## src/rtl/counter_pkg.sv

```systemverilog
// Shared definitions for the button counter.
//   state_e           : FSM encoding for the press / hold / auto-repeat controller
//   SEG_0 .. SEG_9    : active-low seven-segment glyphs, bit order {g,f,e,d,c,b,a}
//   SEG_BLANK         : all segments off, used for non-decimal digit values
package counter_pkg;

   typedef enum logic [1:0] {
      IDLE    = 2'd0,
      PRESSED = 2'd1,
      REPEAT  = 2'd2
   } state_e;

   localparam logic [6:0] SEG_0     = 7'b1000000;
   localparam logic [6:0] SEG_1     = 7'b1111001;
   localparam logic [6:0] SEG_2     = 7'b0100100;
   localparam logic [6:0] SEG_3     = 7'b0110000;
   localparam logic [6:0] SEG_4     = 7'b0011001;
   localparam logic [6:0] SEG_5     = 7'b0010010;
   localparam logic [6:0] SEG_6     = 7'b0000010;
   localparam logic [6:0] SEG_7     = 7'b1111000;
   localparam logic [6:0] SEG_8     = 7'b0000000;
   localparam logic [6:0] SEG_9     = 7'b0010000;
   localparam logic [6:0] SEG_BLANK = 7'b1111111;

endpackage

```

## src/rtl/btn_counter_0_19_if.sv

```systemverilog
// Bus between the button counter and its neighbours.
//   btn_clean, clr              : from the debounce stage / control
//   count, bcd_tens, bcd_ones   : counter value, binary and BCD
//   wrap, inc                   : one-cycle event pulses
//   seg_tens, seg_ones          : decoded digits, only when SEG_DECODE_EN is defined
// master = side driving the button/clear, slave = the counter itself.
interface btn_counter_0_19_if;

   logic       btn_clean;
   logic       clr;
   logic [6:0] count;
   logic [3:0] bcd_tens;
   logic [3:0] bcd_ones;
   logic       wrap;
   logic       inc;
`ifdef SEG_DECODE_EN
   logic [6:0] seg_tens;
   logic [6:0] seg_ones;

   modport master (
      output btn_clean, clr,
      input  count, bcd_tens, bcd_ones, wrap, inc, seg_tens, seg_ones
   );
   modport slave (
      input  btn_clean, clr,
      output count, bcd_tens, bcd_ones, wrap, inc, seg_tens, seg_ones
   );
`else
   modport master (
      output btn_clean, clr,
      input  count, bcd_tens, bcd_ones, wrap, inc
   );
   modport slave (
      input  btn_clean, clr,
      output count, bcd_tens, bcd_ones, wrap, inc
   );
`endif

endinterface

```

## src/rtl/bcd_to_7seg.sv

```systemverilog
// Combinational BCD digit to seven-segment decoder.
//   digit : 4-bit BCD value
//   seg   : active-low segments {g,f,e,d,c,b,a}; values 10..15 blank the digit
module bcd_to_7seg
   import counter_pkg::*;
(
   input  logic [3:0] digit,
   output logic [6:0] seg
);

   always_comb begin
      seg = SEG_BLANK;
      case (digit)
         4'd0:    seg = SEG_0;
         4'd1:    seg = SEG_1;
         4'd2:    seg = SEG_2;
         4'd3:    seg = SEG_3;
         4'd4:    seg = SEG_4;
         4'd5:    seg = SEG_5;
         4'd6:    seg = SEG_6;
         4'd7:    seg = SEG_7;
         4'd8:    seg = SEG_8;
         4'd9:    seg = SEG_9;
         default: seg = SEG_BLANK;
      endcase
   end

endmodule

```

## src/rtl/btn_counter_0_19.sv

```systemverilog
// Push-button counter 0..MAX_COUNT with hold-to-auto-repeat.
//   clk  : system clock, posedge
//   rst  : synchronous active-high reset
//   bus  : btn_counter_0_19_if.slave (btn_clean, clr in; count, bcd_tens,
//          bcd_ones, wrap, inc out; seg_tens/seg_ones when SEG_DECODE_EN)
// Optional macro SEG_DECODE_EN adds registered seven-segment outputs that
// lag the BCD digits by one cycle.
//
// state   | meaning
// --------+-----------------------------------------------------------
// IDLE    | button released (or held through reset); waiting for a rise
// PRESSED | first increment done; timing the hold delay
// REPEAT  | auto-repeating every REPEAT_CYCLES while held
module btn_counter_0_19
   import counter_pkg::*;
#(
   parameter int MAX_COUNT     = 19,
   parameter int HOLD_CYCLES   = 50_000_000,
   parameter int REPEAT_CYCLES = 10_000_000
)
(
   input  logic              clk,
   input  logic              rst,
   btn_counter_0_19_if.slave bus
);

   localparam int TMAX = (HOLD_CYCLES > REPEAT_CYCLES) ? HOLD_CYCLES : REPEAT_CYCLES;
   localparam int TW   = (TMAX > 1) ? $clog2(TMAX) : 1;

   localparam logic [TW-1:0] HOLD_TC = TW'(HOLD_CYCLES - 1);
   localparam logic [TW-1:0] REP_TC  = TW'(REPEAT_CYCLES - 1);
   localparam logic [6:0]    MAX_CNT = 7'(MAX_COUNT);

   state_e        state_q, state_d;
   logic [TW-1:0] timer_q, timer_d;
   logic          btn_q, btn_d;
   logic [6:0]    count_q, count_d;
   logic [3:0]    tens_q, tens_d;
   logic [3:0]    ones_q, ones_d;
   logic          inc_q, inc_d;
   logic          wrap_q, wrap_d;
   logic          rise;
   logic          incr;

   assign btn_d = bus.btn_clean;
   assign rise  = bus.btn_clean & ~btn_q;

   // A release always takes precedence over a timer expiry in the same cycle.
   always_comb begin
      state_d = state_q;
      timer_d = timer_q;
      incr    = 1'b0;
      case (state_q)
         IDLE: begin
            if (rise) begin
               incr    = 1'b1;
               state_d = PRESSED;
               timer_d = '0;
            end
         end
         PRESSED: begin
            if (!bus.btn_clean) begin
               state_d = IDLE;
               timer_d = '0;
            end else if (timer_q == HOLD_TC) begin
               incr    = 1'b1;
               state_d = REPEAT;
               timer_d = '0;
            end else begin
               timer_d = timer_q + TW'(1);
            end
         end
         REPEAT: begin
            if (!bus.btn_clean) begin
               state_d = IDLE;
               timer_d = '0;
            end else if (timer_q == REP_TC) begin
               incr    = 1'b1;
               timer_d = '0;
            end else begin
               timer_d = timer_q + TW'(1);
            end
         end
         default: begin
            state_d = IDLE;
            timer_d = '0;
         end
      endcase
   end

   // BCD digits count alongside the binary value instead of being divided out.
   // clr only touches the count path, so the FSM keeps auto-repeating.
   always_comb begin
      count_d = count_q;
      tens_d  = tens_q;
      ones_d  = ones_q;
      inc_d   = 1'b0;
      wrap_d  = 1'b0;
      if (bus.clr) begin
         count_d = '0;
         tens_d  = '0;
         ones_d  = '0;
      end else if (incr) begin
         inc_d = 1'b1;
         if (count_q == MAX_CNT) begin
            count_d = '0;
            tens_d  = '0;
            ones_d  = '0;
            wrap_d  = 1'b1;
         end else begin
            count_d = count_q + 7'd1;
            if (ones_q == 4'd9) begin
               ones_d = '0;
               tens_d = tens_q + 4'd1;
            end else begin
               ones_d = ones_q + 4'd1;
            end
         end
      end
   end

   // btn_q resets to 1 so a button held through reset is not seen as a press.
   always_ff @(posedge clk) begin
      if (rst) begin
         state_q <= IDLE;
         timer_q <= '0;
         btn_q   <= 1'b1;
         count_q <= '0;
         tens_q  <= '0;
         ones_q  <= '0;
         inc_q   <= 1'b0;
         wrap_q  <= 1'b0;
      end else begin
         state_q <= state_d;
         timer_q <= timer_d;
         btn_q   <= btn_d;
         count_q <= count_d;
         tens_q  <= tens_d;
         ones_q  <= ones_d;
         inc_q   <= inc_d;
         wrap_q  <= wrap_d;
      end
   end

   assign bus.count    = count_q;
   assign bus.bcd_tens = tens_q;
   assign bus.bcd_ones = ones_q;
   assign bus.inc      = inc_q;
   assign bus.wrap     = wrap_q;

`ifdef SEG_DECODE_EN
   logic [6:0] seg_tens_q, seg_tens_d;
   logic [6:0] seg_ones_q, seg_ones_d;

   bcd_to_7seg u_seg_tens (
      .digit (tens_q),
      .seg   (seg_tens_d)
   );

   bcd_to_7seg u_seg_ones (
      .digit (ones_q),
      .seg   (seg_ones_d)
   );

   always_ff @(posedge clk) begin
      if (rst) begin
         seg_tens_q <= SEG_0;
         seg_ones_q <= SEG_0;
      end else begin
         seg_tens_q <= seg_tens_d;
         seg_ones_q <= seg_ones_d;
      end
   end

   assign bus.seg_tens = seg_tens_q;
   assign bus.seg_ones = seg_ones_q;
`endif

endmodule

```

## src/flat_wrapper.sv

```systemverilog
// flat-port wrapper written by rule: the top's interface ports become plain ports
module btn_counter_0_19_flat import counter_pkg::*;
#(
   parameter int MAX_COUNT     = 19,
   parameter int HOLD_CYCLES   = 50_000_000,
   parameter int REPEAT_CYCLES = 10_000_000
)
  (clk, rst, bus_btn_clean, bus_clr, bus_count, bus_bcd_tens, bus_bcd_ones, bus_wrap, bus_inc);
  btn_counter_0_19_if bus_i ();
  input  logic clk;
  input  logic rst;
  input wire logic [$bits(bus_i.btn_clean)-1:0] bus_btn_clean;
  input wire logic [$bits(bus_i.clr)-1:0] bus_clr;
  output wire logic [$bits(bus_i.count)-1:0] bus_count;
  output wire logic [$bits(bus_i.bcd_tens)-1:0] bus_bcd_tens;
  output wire logic [$bits(bus_i.bcd_ones)-1:0] bus_bcd_ones;
  output wire logic [$bits(bus_i.wrap)-1:0] bus_wrap;
  output wire logic [$bits(bus_i.inc)-1:0] bus_inc;
  assign bus_i.btn_clean = bus_btn_clean;
  assign bus_i.clr = bus_clr;
  assign bus_count = bus_i.count;
  assign bus_bcd_tens = bus_i.bcd_tens;
  assign bus_bcd_ones = bus_i.bcd_ones;
  assign bus_wrap = bus_i.wrap;
  assign bus_inc = bus_i.inc;
  btn_counter_0_19 #(.MAX_COUNT(MAX_COUNT), .HOLD_CYCLES(HOLD_CYCLES), .REPEAT_CYCLES(REPEAT_CYCLES)) u_core (.clk(clk), .rst(rst), .bus(bus_i));
endmodule
```

## config.mk

```make
export PLATFORM = sky130hd
export DESIGN_NAME = btn_counter_0_19_flat
export DESIGN_NICKNAME = d
export VERILOG_FILES = /design/src/rtl/counter_pkg.sv /design/src/rtl/btn_counter_0_19_if.sv /design/src/rtl/bcd_to_7seg.sv /design/src/rtl/btn_counter_0_19.sv /design/src/flat_wrapper.sv
export SDC_FILE = /design/constraint.sdc
export NUM_CORES = 1
export LEC_CHECK = 0
export BUFFER_PORTS_ARGS = -buffer_cell sky130_fd_sc_hd__buf_2
export CAP_MARGIN = 20
export CELL_PAD_IN_SITES_DETAIL_PLACEMENT = 1
export CELL_PAD_IN_SITES_GLOBAL_PLACEMENT = 1
export CORE_AREA = 2 2 85 87
export CTS_CLUSTER_SIZE = 20
export DETAILED_ROUTE_END_ITERATION = 6
export DIE_AREA = 0 0 87 89
export PLACE_DENSITY = 0.76
export REMOVE_ABC_BUFFERS = 1
export SLEW_MARGIN = 5
export SYNTH_ARGS = -nofsm -noshare
export SYNTH_HDL_FRONTEND = slang
export SYNTH_SLANG_ARGS = --single-unit
```

## constraint.sdc

```tcl
create_clock -name clk -period 2.1 [get_ports clk]
set_input_delay 0.42 -clock clk [delete_from_list [all_inputs] [get_ports clk]]
set_output_delay 0.42 -clock clk [all_outputs]
set_load 0.01 [all_outputs]
```

==> qor.csv, run 1 <==
metric;value;unit
fillers;833;
IO buf count;20;
die height;89;um
Startpoint Class;register;
die width;87;um
antenna-violating nets left;0;
Top delay family on crit path;simple AND/OR/NAND/NOR gates;
fin worst setup slack;0.0587;ns
Slew Limit Headroom;69.0;%
CTS Buffer Depth;2;
CTS Hold Bufs;0;
Setup Total Neg Slack;0;ns
critical path data required time;2.34;ns
vias in the first global route;2459;
maximum clock frequency;490;MHz
number of flops mapped to enable cells by yosys;0;
Synthesis Warnings;0;
share of cells above drive strength 1;30.9;%
Hold Slack;0.430;ns
Place WS;-0.0504;ns
Mapped Cells;299;
Least-Margin Pin Slew;0.465;ns
crit-path max cell delay;0.49;ns
Power, Total;1.81;mW
ranking of synthesized cells by area;dfxtp_1 (38%), nor2_1 (5.4%), nand2_1 (5.1%);
Clock Latency Late Sink;0.31;ns
status;finished, final reports clean;
crit share post-route;97.2;%
clk_skew;0.0121;ns
DRC viols;0;
Pins Over Slew Limit;0;
power per cell area;566;nW/um2
GRT Util Overall;19.9;%
final instance area;3200;um2
Post-Syn Area;2450;um2
Synth cell types;50;
RSZ-0062 raised after global routing;true;
dpl cells;424;
Setup crit end kind;register;
Worst Hold Class;in -> reg;
Placement Rows;30;
Post-DP Area;2890;um2
endpoints failing hold;0;
Main synth FF type;dfxtp_1;
CP max-delay cell;or4_1;
vias post-DR;2448;
RePlAce Congestion;0.806;
Mean Syn Cell Area;8.20;um2
first-pass GRT wire length;12.1;mm
Area Growth Syn to Fin;30.6;%
worst vdd rail ir drop;0.000238;V
initial antenna violation count;0;
remaining global-route overflow;0;
largest net degree at the start of global routing;20;
CTS tree;yes;
IO Pins;21;
H-tree depth;2;
clock period minus worst slack;2.04;ns
CP cell instances;nor4b_2 > nand4_1 > a211oi_4 > o21bai_4 > or4_1 > o21ai_1;
Leak;1.22;nW
Synth top area share;37.6;%
Non-Filler Instances;439;
Final nets;369;
final setup fails;0;
Core Util, Final;47.7;%
register clock-pin slew on the reported worst setup and hold paths;0.10;ns
Initial Utilization;36.5;%
synth cell count leaders;dfxtp_1 (46), nor2_1 (35), nand2_1 (33);
cell taking the most area after synthesis;dfxtp_1;
worst path bufs/invs;0;
die footprint;7740;um2
wire per inst;17.1;um
crit path max fanout;5;
FF+latch count, synth;46;
CTS Root Cell;clkbuf_8;
most numerous cell in the Yosys netlist;dfxtp_1;
sequential-to-total area share from yosys stat;37.6;%
Post-Route WL;7.52;mm
DP HPWL;5.10;mm
Initial DRT Pass Iterations;4;
CTS Sinks;46;
Async S/R FF share, synth;0;%
Worst EP arrival;2.28;ns
drt first-iter violations;80;
TritonCTS Buffers;5;
Setup CP Type;reg -> reg;
core area;6720;um2
Diodes inserted;0;
Max-Cap Viols;0;
Via-to-Cell Ratio;5.58;
per-layer routing:
layer  vias up  part of all wire [%]  GRT usage [%]
met1      1205                    44           23.7
met2        34                    52           36.8
met3        13                   2.5           3.14
met5         -                     0              0
met4         0                   1.5           5.82
li1       1196                     -              -
sequential cells by signal, indices dropped and copies added (netlist names):
name and cells:
u_core.timer_q 26, u_core.state_q 2, u_core.btn_q 1, u_core.bus.bcd_ones 4, u_core.bus.bcd_tens 4, u_core.bus.count 7
u_core.bus.wrap 1, u_core.bus.inc 1
worst register-to-register path, cell delays in order (launching register included):
cell	delay, ns
dfxtp_2	0.36
nor4b_2	0.32
nand4_1	0.20
a211oi_4	0.39
o21bai_4	0.11
or4_1	0.49
o21ai_1	0.11
cell families after synthesis:
kind of cell,share of synthesized area [%]
compound gates,16.2
flops,37.6
simple gates,33.7
fa+ha+maj,3.57
xor+xnor,5.36
mux,0.408
buf+inv,3.16
layout make-up:
cell class / instances / area, um2 / share of cell area (%)
Clock buffer: 5 / 68.8 / 2.15
Clock inverter: 3 / 68.8 / 2.15
Inverter: 9 / 33.8 / 1.06
Multi-Input combinational cell: 233 / 1560 / 48.7
Sequential cell: 46 / 933 / 29.2
Tap cell: 80 / 100 / 3.13
Timing Repair Buffer: 63 / 439 / 13.7
power by group:
group	internal [mW]	total [mW]	switching [mW]
clock network	0.477	0.812	0.335
registers	0.874	0.877	0.00329
logic	0.0458	0.124	0.0782
layout by cell type, fill, tap and decap left out, types with 2 or more instances in the layout:
cell	synthesis	layout
nor3_1	4	3
o21ai_1	11	11
clkbuf_8	0	5
and4_4	1	2
xnor2_1	2	2
o21ai_0	4	4
o22ai_1	5	5
a31oi_1	7	6
nand4_1	8	8
nand2_1	33	32
dfxtp_1	46	38
nor2_2	0	2
a21oi_1	16	11
nor4b_1	4	3
nand3_1	22	22
or2_2	2	2
nor3b_1	2	2
and4bb_1	2	2
bufinv_16	0	2
nand2b_1	4	4
or4_1	4	3
nand4b_1	2	2
dfxtp_2	0	7
xor2_1	13	13
buf_2	2	20
and2_1	3	3
inv_2	0	2
a21oi_2	0	5
buf_4	0	41
nor2b_1	4	4
and3_1	4	4
or3_1	4	3
nor2_1	35	33
ha_1	7	5
inv_1	9	7
o31ai_1	6	5
nand3b_1	2	2
final timing paths:
check                           depth (start not counted)  slack (ns)                from                  end
worst max register to register                          6        0.06  u_core.timer_q[14]  u_core.bus.count[4]
worst min register to register                          2        0.48   u_core.timer_q[1]    u_core.timer_q[1]
worst min-delay path                                    2        0.43       bus_btn_clean         u_core.btn_q
worst max-delay path                                    6        0.06  u_core.timer_q[14]  u_core.bus.count[4]
what timing repair did:
item	in CTS	in global routing
endpoints found under the setup margin	5	19
pin swaps	3	13
resized for setup	8	27
setup buffers	4	4
Note: power is estimated with default switching activity, not from simulation.
==> run 2: changes to the inputs <==
- CORE_AREA: 2 2 85 87 -> 5 5 88 90
- DIE_AREA: 0 0 87 89 -> 0 0 93 95
==> run 2 against run 1 <==
Effect of this change:
- flip-flop and latch count is the same
- routed wire length decreased by 7.7%
- via count fell by 2.7%
- register-to-register slack hardly changed
- worst setup slack got worse by 0.0074 ns
- final cell count fell by 2.1%
- die area rose by 14%
- clock skew fell by 0.0074 ns
==> qor.csv, run 2 (synthesis results as in run 1) <==
metric;value;unit;change
Worst EP arrival;2.29;ns;about the same
Post-DP Area;2850;um2;-1.5%
Worst Hold Class;in -> reg;;
endpoints failing hold;0;;unchanged
largest net degree at the start of global routing;20;;unchanged
initial antenna violation count;0;;unchanged
Setup Total Neg Slack;0;ns;unchanged
critical path data required time;2.34;ns;about the same
dpl cells;420;;-0.94%
max reg flops;26;;unchanged
CP max-delay cell;dfxtp_1;;
crit-path max cell delay;0.37;ns;-0.12 ns
RePlAce Congestion;0.842;;+4.5%
Diodes inserted;0;;unchanged
Place WS;-0.0265;ns;+0.0238 ns
most common cell after layout, fill and taps aside;dfxtp_1;;
CTS Buffer Depth;2;;unchanged
CTS Sinks;46;;unchanged
commonest non-fill, non-tap cells in the layout;dfxtp_1 (39), nor2_1 (35), nand2_1 (32), buf_4 (29), nand3_1 (22);;
die height;95;um;+6.7%
Internal;1.18;mW;-15%
Startpoint Class;register;;
Comb pwr share;7.2;%;+0.4 points
maximum clock frequency;488;MHz;-0.36%
Leak;1.15;nW;-6.1%
clk_skew;0.00471;ns;-0.00741 ns
fillers;852;;+2.3%
NetSw;393;uW;-5.5%
Clock Latency Late Sink;0.31;ns;about the same
Post-Route WL;6.93;mm;-7.7%
Pins Over Slew Limit;0;;unchanged
DRC viols;0;;unchanged
drt first-iter violations;100;;+25%
CTS tree;yes;;
multi-input logic area;1530;um2;-1.6%
remaining global-route overflow;0;;unchanged
status;finished, final reports clean;;
CTS Root Cell;clkbuf_8;;
register clock-pin slew on the reported worst setup and hold paths;0.09;ns;about the same
first-pass GRT wire length;11.2;mm;-7.2%
die width;93;um;+6.9%
crit path max fanout;10;;+5
Final nets;358;;-3.0%
IO buf count;20;;unchanged
most flop-heavy register;u_core.timer_q;;
Slew Limit Headroom;63.3;%;-5.7 points
H-tree depth;2;;unchanged
share of cells above drive strength 1;25.3;%;-5.6 points
final instance area;3050;um2;-4.7%
Setup crit end kind;register;;
Non-Filler Instances;430;;-2.1%
Max-Cap Viols;0;;unchanged
vias in the first global route;2387;;-2.9%
IO Pins;21;;unchanged
clock period minus worst slack;2.05;ns;+0.00735 ns
Clock Power Share;37.1;%;-7.7 points
final setup fails;0;;unchanged
Initial DRT Pass Iterations;4;;unchanged
Least-Margin Pin Slew;0.551;ns;+0.0854 ns
Setup CP Type;reg -> reg;;
Area Growth Syn to Fin;24.6;%;
TritonCTS Buffers;5;;unchanged
core area;6980;um2;+3.9%
power per cell area;516;nW/um2;-8.9%
Via-to-Cell Ratio;5.54;;-0.62%
DP HPWL;5.02;mm;-1.4%
worst vdd rail ir drop;0.000220;V;-7.8%
Register Area;932;um2;-0.13%
Sw Ratio;25.0;%;+2.0 points
antenna-violating nets left;0;;unchanged
Flop pwr share;55.7;%;+7.3 points
Initial Utilization;35.1;%;-1.4 points
die footprint;8840;um2;+14%
Hold Slack;0.451;ns;+0.0203 ns
crit share post-route;97.6;%;+0.35 points
CP cell instances;nor4b_4 > nand4_1 > a211oi_4 > o21bai_4 > buf_6 > or3_4 > a21oi_2;;
Placement Rows;31;;+3.3%
vias post-DR;2383;;-2.7%
GRT Util Overall;15.8;%;-4.1 points
fin worst setup slack;0.0513;ns;-0.00735 ns
wire per inst;16.1;um;-5.8%
[run 2: metal layers]
metal	vias up	routed length, um	global-route usage, %
li1	1174	-	-
met1	1179	3070	18.9
met2	22	3620	28.5
met3	8	158	2.79
met4	0	85	5.25
met5	-	0	0
[run 2: timing repair]
item	CTS	global route
pin swaps	1	7
setup buffers	0	2
resized for setup	6	19
setup endpoints to repair	3	11
gates cloned	0	0
hold buffers	0	0
[run 2: final timing paths]
path	slack [ns]	to	startpoint	cells after the start
max	0.05	u_core.bus.count[3]	u_core.timer_q[25]	7
min	0.45	u_core.state_q[1]	bus_btn_clean	3
max reg2reg	0.05	u_core.bus.count[3]	u_core.timer_q[25]	7
min reg2reg	0.46	u_core.timer_q[1]	u_core.timer_q[1]	2
[run 2: critical path: cells and delay by family, from the launching register on]
kind / cells / cell delay [ns]
compound gates: 3 / 0.59
flops: 1 / 0.37
buf+inv: 1 / 0.15
simple gates: 3 / 0.87
[run 2: per-stage QoR]
| step | total power, mW | utilization (%) |
|---|---|---|
| after detailed placement | 1.01 | 40.8 |
| after global routing | 1.64 | 43.7 |
| after floorplan | 0.949 | - |
| after global placement | 1.01 | 40.8 |
| after CTS | 1.58 | 42.4 |
| final | 1.58 | 43.7 |
[run 2: layout make-up]
class / count / area share, %
multi-input cells: 233 / 50.2
repair buffers: 52 / 11.8
inverters: 9 / 1.11
clock buffers: 7 / 2.83
flip-flops and latches: 46 / 30.5
well taps: 82 / 3.36
clock inverters: 1 / 0.164
[run 2: power groups by stage]
stage               sequential, mW  clock, mW  combinational [mW]
floorplan                    0.899          0              0.0499
global placement             0.898          0               0.107
detailed placement           0.899          0               0.110
CTS                          0.878      0.595               0.110
global route                 0.878      0.634               0.126
finish                       0.877      0.585               0.113
==> run 3: changes to the inputs <==
- BUFFER_PORTS_ARGS: -buffer_cell sky130_fd_sc_hd__buf_2 -> not set
- CORE_AREA: 5 5 88 90 -> 5 5 86 88
- DIE_AREA: 0 0 93 95 -> 0 0 91 93
- DONT_BUFFER_PORTS: not set -> 1
- PLACE_DENSITY: 0.76 -> 0.71
- SYNTH_HIERARCHICAL: not set -> 1
==> run 3 against run 2 <==
Effect of this change:
- the run now ends with negative setup slack left
- fmax fell by 6.5%
- first-iteration DRC count is 24% lower
- synthesized cell count decreased by 7.4%
- cell area up 5.7%
- clock skew rose by 0.011 ns
- critical path depth is 2 higher
- worst setup slack worse by 0.14 ns
- non-clock buffer count grew 10
- via count shrank 4.0%
- flip-flop and latch count is the same
- count of clock-buffer cells in the layout down 1
- sequential share of layout area decreased by 1.6 points
- largest cell class unchanged
- largest power group unchanged
- highest routed layer unchanged
==> qor.csv, run 3 <==
metric;value;unit;change
status;finished with violations;;
failing checks;negative setup slack;;
initial antenna violation count;0;;unchanged
Mapped Cells;277;;-7.4%
critical hold path startpoint;rst;;
register clock-pin slew on the reported worst setup and hold paths;0.10;ns;about the same
GRT Util Overall;15.4;%;-0.40 points
CTS Buffer Depth;2;;unchanged
R2R Path Start;u_core/state_q[0];;
Setup Total Neg Slack;-0.713;ns;-0.713 ns
maximum clock frequency;457;MHz;-6.5%
synth cell count leaders;dfxtp_1 (46), nor2_1 (35), a21oi_1 (23);;
share of cells above drive strength 1;34.1;%;+8.8 points
Initial DRT Pass Iterations;4;;unchanged
Initial Utilization;35.3;%;+0.15 points
Worst EP arrival;2.43;ns;+0.14 ns
Leak;1.16;nW;+1.1%
wire per inst;17.8;um;+11%
clock period minus worst slack;2.19;ns;+0.142 ns
most flop-heavy register;u_core/timer_q;;
drt first-iter violations;76;;-24%
Synth top area share;39.8;%;+2.2 points
die width;91;um;-2.2%
Non-Filler Instances;417;;-3.0%
met2 wire length;3.82;mm;+5.6%
Power, Total;2.06;mW;+31%
crit path max fanout;5;;-5
Least-Margin Pin Slew;0.494;ns;-0.0570 ns
endpoints failing hold;0;;unchanged
Comb pwr share;23.7;%;+16 points
power per cell area;638;nW/um2;+24%
Synth cell types;45;;-10%
Mean Syn Cell Area;8.36;um2;+2.0%
Placement Rows;30;;-3.2%
number of flops mapped to enable cells by yosys;0;;unchanged
Post-Syn Area;2320;um2;-5.5%
DRC viols;0;;unchanged
Synthesis Warnings;6;;+6
CP Launch Point;u_core/state_q[0];;
cells on worst reg2reg path;9;;+2
Setup crit end kind;register;;
Setup CP Type;reg -> reg;;
Slew Limit Headroom;67.0;%;+3.7 points
worst vdd rail ir drop;0.000361;V;+65%
max reg flops;26;;unchanged
Met1 Routed Length;3.12;mm;+1.4%
final instance area;3230;um2;+5.7%
Clock Latency Late Sink;0.31;ns;about the same
RSZ-0062 raised after global routing;true;;
Async S/R FF share, synth;0;%;unchanged
most numerous cell in the Yosys netlist;dfxtp_1;;
Flop pwr share;43.7;%;-12 points
Main synth FF type;dfxtp_1;;
met3 wire length;332;um;+110%
critical path data required time;2.34;ns;about the same
Via-to-Cell Ratio;5.49;;-0.99%
IO buf count;0;;-100%
core area;6570;um2;-5.9%
cell taking the most area after synthesis;dfxtp_1;;
TritonCTS Buffers;5;;unchanged
IO Pins;21;;unchanged
antenna-violating nets left;0;;unchanged
Area Growth Syn to Fin;39.4;%;
Startpoint Class;register;;
Clock Power Share;32.6;%;-4.5 points
Sw Ratio;28.6;%;+3.6 points
remaining global-route overflow;0;;unchanged
clk_skew;0.0155;ns;+0.0108 ns
NetSw;588;uW;+50%
die height;93;um;-2.1%
fin worst setup slack;-0.0902;ns;-0.142 ns
Post-DP Area;2790;um2;-2.0%
uppermost layer routed;met4;;
vias post-DR;2288;;-4.0%
final setup fails;14;;+14
worst hold stages;1;;-2
sequential-to-total area share from yosys stat;39.8;%;+2.2 points
Final nets;347;;-3.1%
ranking of synthesized cells by area;dfxtp_1 (40%), nor2_1 (5.7%), a21oi_1 (5.0%);;
H-tree depth;2;;unchanged
Worst Hold Class;in -> reg;;
dpl cells;399;;-5.0%
most common cell after layout, fill and taps aside;buf_4;;
vias in the first global route;2268;;-5.0%
Diodes inserted;0;;unchanged
FF+latch count, synth;46;;unchanged
DP HPWL;4.66;mm;-7.2%
CTS tree;yes;;
commonest non-fill, non-tap cells in the layout;buf_4 (54), dfxtp_1 (38), nor2_1 (35), nand2_1 (17), a21oi_1 (17);;
Pins Over Slew Limit;0;;unchanged
CTS Hold Bufs;0;;unchanged
Hold Slack;0.156;ns;-0.295 ns
Internal;1.47;mW;+24%
first-pass GRT wire length;10.6;mm;-5.4%
CTS Root Cell;clkbuf_8;;
Post-Route WL;7.44;mm;+7.2%
RePlAce Congestion;0.792;;-5.9%
largest net degree at the start of global routing;20;;unchanged
CTS Sinks;46;;unchanged
Max-Cap Viols;0;;unchanged
die footprint;8460;um2;-4.2%
crit share post-route;104;%;+6.7 points
run 3: final timing paths:
kind | end | slack (ns)
max | u_core/bus.bcd_tens[2] | -0.09
min | u_core/timer_q[0] | 0.16
max reg2reg | u_core/bus.bcd_tens[2] | -0.09
min reg2reg | u_core/bus.count[4] | 0.51
run 3: repair_timing:
action / CTS / global route
pin swaps: 20 / 15
resized for setup: 28 / 34
setup endpoints to repair: 44 / 42
buffers inserted: 5 / 5
cloned: 1 / 0
run 3: power by group through the flow:
stage	registers (mW)	clock network, mW	logic, mW
after floorplan	0.919	0	0.186
after global placement	0.916	0	0.376
after detailed placement	0.916	0	0.382
after CTS	0.898	0.689	0.425
after global routing	0.902	0.727	0.521
final	0.900	0.671	0.488
run 3: kinds of logic (layout without fill, tap and decap cells):
logic type	Yosys count	in the layout	share of synthesized area (%)
fa+ha+maj	7	7	3.78
flops	46	46	39.8
mux	5	5	2.16
simple gates	130	130	30.3
buf+inv	17	77	2.86
xor+xnor	20	20	7.56
compound gates	52	52	13.6
run 3: through the flow:
stage | setup WS [ns] | utilization (%)
after detailed placement | -0.293 | 42.5
after CTS | -0.0741 | 46.5
after floorplan | -0.415 | -
final | -0.0902 | 49.1
after global routing | -0.198 | 49.1
after global placement | -0.246 | 42.5
run 3: area by class of cell:
cell class | count | area, um2
Clock buffer | 6 | 72.6
Clock inverter | 2 | 37.5
Fill cell | 758 | 3340
Inverter | 7 | 26.3
Multi-Input combinational cell | 214 | 1530
Sequential cell | 46 | 933
Tap cell | 80 | 100
Timing Repair Buffer | 62 | 526
run 3: worst max-delay path, cell delays in order, from the launching register on:
cell and delay (ns):
dfxtp_2 0.35, inv_2 0.05, ha_4 0.15, or4_4 0.52
a2111oi_4 0.35, buf_4 0.18, o21a_4 0.15, buf_12 0.11
nand4b_1 0.10, a21oi_1 0.15
run 3: per-layer routing:
metal | GRT usage [%] | up-vias
li1 | - | 1098
met1 | 18.5 | 1125
met2 | 27.2 | 47
met3 | 3.86 | 18
met4 | 4.16 | 0
met5 | 0 | -
